`src/rtl/mul_stall_control_unit_pkg.sv`:
```
// Shared decode constants and sequencer state for the M-extension main decoder.
// Imported by the interface, the multiplier sequencer and the top-level decoder.
package mul_stall_control_unit_pkg;

    localparam logic [6:0] ALU_R     = 7'b0110011;
    localparam logic [6:0] ALU_I     = 7'b0010011;
    localparam logic [6:0] LOAD      = 7'b0000011;
    localparam logic [6:0] STORE     = 7'b0100011;
    localparam logic [6:0] BRANCH_EQ = 7'b1100011;
    localparam logic [6:0] JUMP      = 7'b1101111;

    localparam logic [6:0] FUNCT7_MULDIV = 7'b0000001;

    localparam logic [1:0] ADD_OPCODE    = 2'b00;
    localparam logic [1:0] SUB_OPCODE    = 2'b01;
    localparam logic [1:0] R_TYPE_OPCODE = 2'b10;

    typedef enum logic {IDLE, BUSY} seq_state_t;

    function automatic int cnt_width(input int latency);
        return (latency <= 2) ? 1 : $clog2(latency);
    endfunction

endpackage

```
`src/rtl/mul_stall_control_unit_if.sv`:
```
// Decode-slot bundle: IF/ID instruction fields in, ID-stage control signals out.
// master = pipeline side driving the instruction, slave = decoder.
interface mul_stall_control_unit_if;
    logic       instr_valid;
    logic       flush;
    logic [6:0] opcode;
    logic [2:0] funct3;
    logic [6:0] funct7;
    logic [1:0] alu_op;
    logic       alu_src;
    logic       mem_read;
    logic       mem_write;
    logic       mem_2_reg;
    logic       reg_write;
    logic       branch;
    logic       jump;
    logic       mul_sel;
    logic       mul_start;
    logic       stall;
    logic       illegal_instr;

    modport master (
        output instr_valid, flush, opcode, funct3, funct7,
        input  alu_op, alu_src, mem_read, mem_write, mem_2_reg, reg_write,
               branch, jump, mul_sel, mul_start, stall, illegal_instr
    );

    modport slave (
        input  instr_valid, flush, opcode, funct3, funct7,
        output alu_op, alu_src, mem_read, mem_write, mem_2_reg, reg_write,
               branch, jump, mul_sel, mul_start, stall, illegal_instr
    );
endinterface

```
`src/rtl/mul_stall_control_unit_mul_sequencer.sv`:
```
// Occupancy sequencer for the multi-cycle multiplier: holds decode for exactly
// MUL_LATENCY cycles, pulsing mul_start first and mul_done on the writeback cycle.
module mul_sequencer
    import mul_stall_control_unit_pkg::*;
#(
    parameter int MUL_LATENCY = 4
) (
    input  logic clk,
    input  logic rst,
    input  logic is_mul,
    input  logic flush,
    output logic mul_start,
    output logic stall,
    output logic mul_done
);

    localparam int CNT_W = cnt_width(MUL_LATENCY);
    localparam bit MULTI = (MUL_LATENCY > 1);

    seq_state_t       state;
    logic [CNT_W-1:0] cnt;
    logic             busy;
    logic             last;

    assign busy = (state == BUSY);
    assign last = (cnt == '0);

    always_comb begin
        mul_start = 1'b0;
        stall     = 1'b0;
        mul_done  = 1'b0;
        if (!flush) begin
            if (busy) begin
                stall    = !last;
                mul_done = last;
            end else if (is_mul) begin
                mul_start = 1'b1;
                stall     = MULTI;
                mul_done  = !MULTI;
            end
        end
    end

    // A flush abandons the MUL; the counter value is irrelevant once IDLE.
    always_ff @(posedge clk) begin
        if (rst) begin
            state <= IDLE;
            cnt   <= '0;
        end else if (flush) begin
            state <= IDLE;
        end else begin
            case (state)
                IDLE: begin
                    if (is_mul && MULTI) begin
                        state <= BUSY;
                        cnt   <= CNT_W'(MUL_LATENCY - 2);
                    end
                end
                BUSY: begin
                    if (last) state <= IDLE;
                    else      cnt   <= cnt - 1'b1;
                end
                default: state <= IDLE;
            endcase
        end
    end

endmodule

```
`src/rtl/mul_stall_control_unit.sv`:
```
// ID-stage main decoder with M-extension: combinational opcode decode plus a
// sequencer that stalls PC and IF/ID while a multi-cycle MUL occupies decode.
module mul_stall_control_unit
    import mul_stall_control_unit_pkg::*;
#(
    parameter int MUL_LATENCY = 4
) (
    input logic                     clk,
    input logic                     rst,
    mul_stall_control_unit_if.slave bus
);

    logic is_mul;
    logic seq_start;
    logic seq_stall;
    logic seq_done;

    assign is_mul = bus.instr_valid && (bus.opcode == ALU_R) && (bus.funct7 == FUNCT7_MULDIV);

    mul_sequencer #(
        .MUL_LATENCY (MUL_LATENCY)
    ) u_seq (
        .clk       (clk),
        .rst       (rst),
        .is_mul    (is_mul),
        .flush     (bus.flush),
        .mul_start (seq_start),
        .stall     (seq_stall),
        .mul_done  (seq_done)
    );

    // Any active sequencer output means decode belongs to the MUL, not the opcode.
    always_comb begin
        bus.alu_op        = ADD_OPCODE;
        bus.alu_src       = 1'b0;
        bus.mem_read      = 1'b0;
        bus.mem_write     = 1'b0;
        bus.mem_2_reg     = 1'b0;
        bus.reg_write     = 1'b0;
        bus.branch        = 1'b0;
        bus.jump          = 1'b0;
        bus.mul_sel       = 1'b0;
        bus.mul_start     = 1'b0;
        bus.stall         = 1'b0;
        bus.illegal_instr = 1'b0;
        if (rst || bus.flush) begin
            bus.alu_op = ADD_OPCODE;
        end else if (seq_start || seq_stall || seq_done) begin
            bus.alu_op    = R_TYPE_OPCODE;
            bus.mul_start = seq_start;
            bus.stall     = seq_stall;
            bus.reg_write = seq_done;
            bus.mul_sel   = seq_done;
        end else if (bus.instr_valid) begin
            case (bus.opcode)
                ALU_R: begin
                    bus.alu_op    = R_TYPE_OPCODE;
                    bus.reg_write = 1'b1;
                end
                ALU_I: begin
                    bus.alu_src   = 1'b1;
                    bus.reg_write = 1'b1;
                end
                LOAD: begin
                    bus.alu_src   = 1'b1;
                    bus.mem_read  = 1'b1;
                    bus.mem_2_reg = 1'b1;
                    bus.reg_write = 1'b1;
                end
                STORE: begin
                    bus.alu_src   = 1'b1;
                    bus.mem_write = 1'b1;
                end
                BRANCH_EQ: begin
                    bus.branch = 1'b1;
                    bus.alu_op = SUB_OPCODE;
                end
                JUMP: begin
                    bus.jump      = 1'b1;
                    bus.reg_write = 1'b1;
                end
                default: bus.illegal_instr = 1'b1;
            endcase
        end
    end

endmodule

```
`src/flat_wrapper.sv`:
```
// flat-port wrapper written by rule: the top's interface ports become plain ports
module mul_stall_control_unit_flat import mul_stall_control_unit_pkg::*;
#(
    parameter int MUL_LATENCY = 4
)
  (clk, rst, bus_instr_valid, bus_flush, bus_opcode, bus_funct3, bus_funct7, bus_alu_op, bus_alu_src, bus_mem_read, bus_mem_write, bus_mem_2_reg, bus_reg_write, bus_branch, bus_jump, bus_mul_sel, bus_mul_start, bus_stall, bus_illegal_instr);
  mul_stall_control_unit_if bus_i ();
  input logic clk;
  input logic rst;
  input wire logic [$bits(bus_i.instr_valid)-1:0] bus_instr_valid;
  input wire logic [$bits(bus_i.flush)-1:0] bus_flush;
  input wire logic [$bits(bus_i.opcode)-1:0] bus_opcode;
  input wire logic [$bits(bus_i.funct3)-1:0] bus_funct3;
  input wire logic [$bits(bus_i.funct7)-1:0] bus_funct7;
  output wire logic [$bits(bus_i.alu_op)-1:0] bus_alu_op;
  output wire logic [$bits(bus_i.alu_src)-1:0] bus_alu_src;
  output wire logic [$bits(bus_i.mem_read)-1:0] bus_mem_read;
  output wire logic [$bits(bus_i.mem_write)-1:0] bus_mem_write;
  output wire logic [$bits(bus_i.mem_2_reg)-1:0] bus_mem_2_reg;
  output wire logic [$bits(bus_i.reg_write)-1:0] bus_reg_write;
  output wire logic [$bits(bus_i.branch)-1:0] bus_branch;
  output wire logic [$bits(bus_i.jump)-1:0] bus_jump;
  output wire logic [$bits(bus_i.mul_sel)-1:0] bus_mul_sel;
  output wire logic [$bits(bus_i.mul_start)-1:0] bus_mul_start;
  output wire logic [$bits(bus_i.stall)-1:0] bus_stall;
  output wire logic [$bits(bus_i.illegal_instr)-1:0] bus_illegal_instr;
  assign bus_i.instr_valid = bus_instr_valid;
  assign bus_i.flush = bus_flush;
  assign bus_i.opcode = bus_opcode;
  assign bus_i.funct3 = bus_funct3;
  assign bus_i.funct7 = bus_funct7;
  assign bus_alu_op = bus_i.alu_op;
  assign bus_alu_src = bus_i.alu_src;
  assign bus_mem_read = bus_i.mem_read;
  assign bus_mem_write = bus_i.mem_write;
  assign bus_mem_2_reg = bus_i.mem_2_reg;
  assign bus_reg_write = bus_i.reg_write;
  assign bus_branch = bus_i.branch;
  assign bus_jump = bus_i.jump;
  assign bus_mul_sel = bus_i.mul_sel;
  assign bus_mul_start = bus_i.mul_start;
  assign bus_stall = bus_i.stall;
  assign bus_illegal_instr = bus_i.illegal_instr;
  mul_stall_control_unit #(.MUL_LATENCY(MUL_LATENCY)) u_core (.clk(clk), .rst(rst), .bus(bus_i));
endmodule
```
`config.mk`:
```
export PLATFORM = sky130hd
export DESIGN_NAME = mul_stall_control_unit_flat
export DESIGN_NICKNAME = d
export VERILOG_FILES = /design/src/rtl/mul_stall_control_unit_pkg.sv /design/src/rtl/mul_stall_control_unit_if.sv /design/src/rtl/mul_stall_control_unit_mul_sequencer.sv /design/src/rtl/mul_stall_control_unit.sv /design/src/flat_wrapper.sv
export SDC_FILE = /design/constraint.sdc
export NUM_CORES = 1
export LEC_CHECK = 0
export BUFFER_PORTS_ARGS = -buffer_cell sky130_fd_sc_hd__buf_2
export CORE_AREA = 2 2 39 41
export DETAILED_ROUTE_END_ITERATION = 8
export DIE_AREA = 0 0 41 43
export RECOVER_POWER = 100
export REMOVE_ABC_BUFFERS = 1
export SLEW_MARGIN = 0
export SYNTH_ARGS = -nofsm -noshare
export SYNTH_HDL_FRONTEND = slang
export SYNTH_SLANG_ARGS = --single-unit
export TNS_END_PERCENT = 30
```
`constraint.sdc`:
```
create_clock -name clk -period 4.6 [get_ports clk]
set_clock_uncertainty 0.1 [all_clocks]
set_input_delay 1.15 -clock clk [delete_from_list [all_inputs] [get_ports clk]]
set_output_delay 1.15 -clock clk [all_outputs]
set_load 0.05 [all_outputs]
```
==> impl_metrics.ini <==
[clocking]
clock-root-buffer = sky130_fd_sc_hd__clkbuf_4
ctsHtreeMaxLevel = 1
tritoncts = done
buffers_from_clock_root_to_sink_at_most = 2
clkTransAtPathRegs_ps = 40
post_cts.repair.setup_buffers = 0
clock_sink_count = 3
postCtsHoldBufs = 0
numCtsBuffers = 3
cts_repair_resize_count = 0
insertion_delay_ps = 240

[critical_path]
worst_r2r_endpoint = u_core.u_seq.cnt[0]
library_cell_contributing_the_largest_single_delay_on_the_critical_path = sky130_fd_sc_hd__clkbuf_1
cp_num_cells = 6
critPathTopFamily = simple AND/OR/NAND/NOR gates
timing.critical_path.buf_inv = 2
ff2ff_path_depth = 6
timing.critical_path.to = bus_stall
crit_path_start = bus_opcode[6]
critical_path.max_stage_delay_ps = 460
worst_setup_path_start_kind = input pin
timing.critical_path.arrival_ps = 2730
regToRegSetupSlack_ps = 3280
worst_reg2reg_startpoint = u_core.u_seq.cnt[0]
cp_cell_sequence = buf_2, nor4b_1, nand4_1, nor2_1, o21a_1, clkbuf_1
timing.critical_path.to_type = primary output
crit_path_class = in2out
cp.required_ps = 3350
worstPathMaxFanout = 5

[logic_synthesis]
count_of_flip_flops_with_a_built_in_enable_after_synthesis = 0
postSynthAreaPerCell_um2 = 7.46
largest_family_of_logic_cells_by_synthesized_area = simple AND/OR/NAND/NOR gates
synth_async_sr_flop_share_pct = 0
synth.distinct_cells = 29
post_synth_and_or_nand_nor_area_fraction_pct = 50.3
synth_warnings = 0
synth-compound-area-share_pct = 24.2
synth_ff_type = sky130_fd_sc_hd__dfxtp_1
synthesis.area_um2 = 388
adder_cell_share_of_the_synthesized_area_pct = 3.23
post_synth_xor_area_fraction_pct = 0
post_synth_mux_area_share_pct = 0
postSynthRegisterBits = 3
synth_seq_area_share_pct = 15.5
postSynthCellCount = 52

[cells_and_area]
final_core_utilization_pct = 38.9
area.growth.synth_to_final_pct = 38.7
fin_nets = 107
filler_cell_count = 166
post_layout_nonfiller_instances = 100
antenna_cells_inserted = 0
drive_gt1_share_pct = 27.4

[grt]
maximum_number_of_pins_on_one_net_before_global_route_repair = 8
first_global_vias = 397
first_pass_grt_wire_length_mm = 1.41
globalRoute.totalOverflow = 0
overall_routing_resource_usage_pct = 12.1
grt_antenna_before_repair = 0

[min_path]
holdCritStartpoint = u_core.u_seq.cnt[1]
hold_class = reg2reg

[drt]
dr.pass1.iters = 4
drc_errors = 0
drt-vias-per-instance = 5.00
post_route_antenna_net_violation_count = 0
drt-initial-drc-count = 6
num_vias = 500
route.detailed.wl_per_inst_um = 9.79
top_layer_used = met4
totalWireLength_um = 979
wl_met3_um = 69
wl_met1_um = 420
route.met2.wl_um = 467

[pwr]
p_per_area_nw_per_um2 = 173
p_leak_uw = 0.000200
vdd.ir_drop.worst_v = 0.000113

[sta]
hold_viol = 0
slew-limit-headroom_pct = 60.5
finalWorstSetupSlack_ps = 617
report.final.setup_viol = 0
fin_crit_sh_pct = 86.6
final_max_slew_viol_count = 0
layout_min_cycle_time_ps = 3980
setup_repair_after_global_routing_missed_its_margin = no
worst_slew_pin_slew_ps = 595
max_freq_ghz = 0.251

[placed_design]
globalplace.congestion = 0.700
place_ws_ps = 910
detailed_place_hpwl_um = 803
port_buffers = 30
post-place-cells = 96

[job]
max_cap_viol_count = 0

[status]
status = finished clean

[floorplan]
rows = 14
coreArea_um2 = 1380
die_x_um = 41
floorplan.die_area_um2 = 1760
floorplan.io_pins = 34
die-height_um = 43
initial_core_util_pct = 28.0
## layout by cell type (no fill, tap or decap), types with 3 or more instances in the layout
| cell type | Yosys | final |
|---|---|---|
| sky130_fd_sc_hd__clkbuf_4 | 0 | 3 |
| sky130_fd_sc_hd__nor3_1 | 5 | 5 |
| sky130_fd_sc_hd__dfxtp_1 | 3 | 3 |
| sky130_fd_sc_hd__a21oi_1 | 3 | 3 |
| sky130_fd_sc_hd__buf_2 | 0 | 17 |
| sky130_fd_sc_hd__clkbuf_1 | 0 | 14 |
| sky130_fd_sc_hd__inv_1 | 3 | 3 |
| sky130_fd_sc_hd__nor2_1 | 4 | 5 |
| sky130_fd_sc_hd__nand2_1 | 7 | 7 |
## sequential cells by signal (all words and copies together) (netlist names)
signal / cells
u_core.u_seq.cnt: 2
u_core.u_seq.busy: 1
## Yosys cell counts (2+ instances only)
cell / number / area share [%]
sky130_fd_sc_hd__and4_1: 2 / 4.5
sky130_fd_sc_hd__dfxtp_1: 3 / 15
sky130_fd_sc_hd__inv_1: 3 / 2.9
sky130_fd_sc_hd__o21a_1: 2 / 3.9
sky130_fd_sc_hd__buf_4: 2 / 3.9
sky130_fd_sc_hd__a21oi_1: 3 / 3.9
sky130_fd_sc_hd__nand2_1: 7 / 6.8
sky130_fd_sc_hd__nor3_1: 5 / 6.5
sky130_fd_sc_hd__a21boi_0: 2 / 3.9
sky130_fd_sc_hd__nor2_1: 4 / 3.9
## kinds of logic (layout without fill, tap and decap cells)
group / after synthesis / in the layout
buf+inv: 5 / 37
flops: 3 / 3
compound gates: 13 / 13
fa+ha+maj: 1 / 1
simple gates: 30 / 30
## worst register-to-register path, delay by kind of cell (launching register included)
family / cells / cell delay, ps
DFF: 1 / 370
AOI/OAI and AO/OA: 3 / 320
adders and majority gates: 1 / 250
and+or+nand+nor: 1 / 150
buffers and inverters: 1 / 70
## worst min-delay path by stage
| stage | to | slack [ps] | depth (start not counted) |
|---|---|---|---|
| 6_report | u_core.u_seq.cnt[1] | 380 | 1 |
| 5_1_grt | u_core.u_seq.cnt[1] | 420 | 1 |
| 4_1_cts | u_core.u_seq.cnt[1] | 380 | 1 |
| 3_5_place_dp | u_core.u_seq.cnt[1] | 370 | 1 |
| 3_3_place_gp | u_core.u_seq.cnt[1] | 380 | 1 |
| 2_1_floorplan | u_core.u_seq.cnt[1] | 350 | 1 |
## per-layer routing
layer,vias up,GRT usage (%)
li1,259,-
met1,218,13.2
met2,21,18.4
met3,2,3.14
met4,0,10.0
met5,-,0
## where the power goes
part / internal, uW / switching [uW]
registers: 26.2 / 0.000261
logic: 8.70 / 11.4
clock network: 32.5 / 14.2
## per-stage QoR
stage | power, uW | cell area, um2 | hold slack [ps] | setup TNS [ps]
global route | 101 | 538 | 424 | 0
detailed placement | 47.3 | 543 | 374 | 0
global placement | 47.2 | 543 | 378 | 0
CTS | 96.3 | 569 | 382 | 0
floorplan | 34.2 | 373 | 352 | -698
finish | 93.0 | 538 | 378 | 0
## cell type report
type / instances / area, um2 / share of cell area [%]
tap: 16 / 20.0 / 3.72
timing repair buffer: 30 / 134 / 24.9
clock buffer: 4 / 26.3 / 4.88
inverter: 3 / 11.3 / 2.09
multi-input combinational: 44 / 287 / 53.3
sequential: 3 / 60.1 / 11.2
Power figures use the tool's default switching activity.
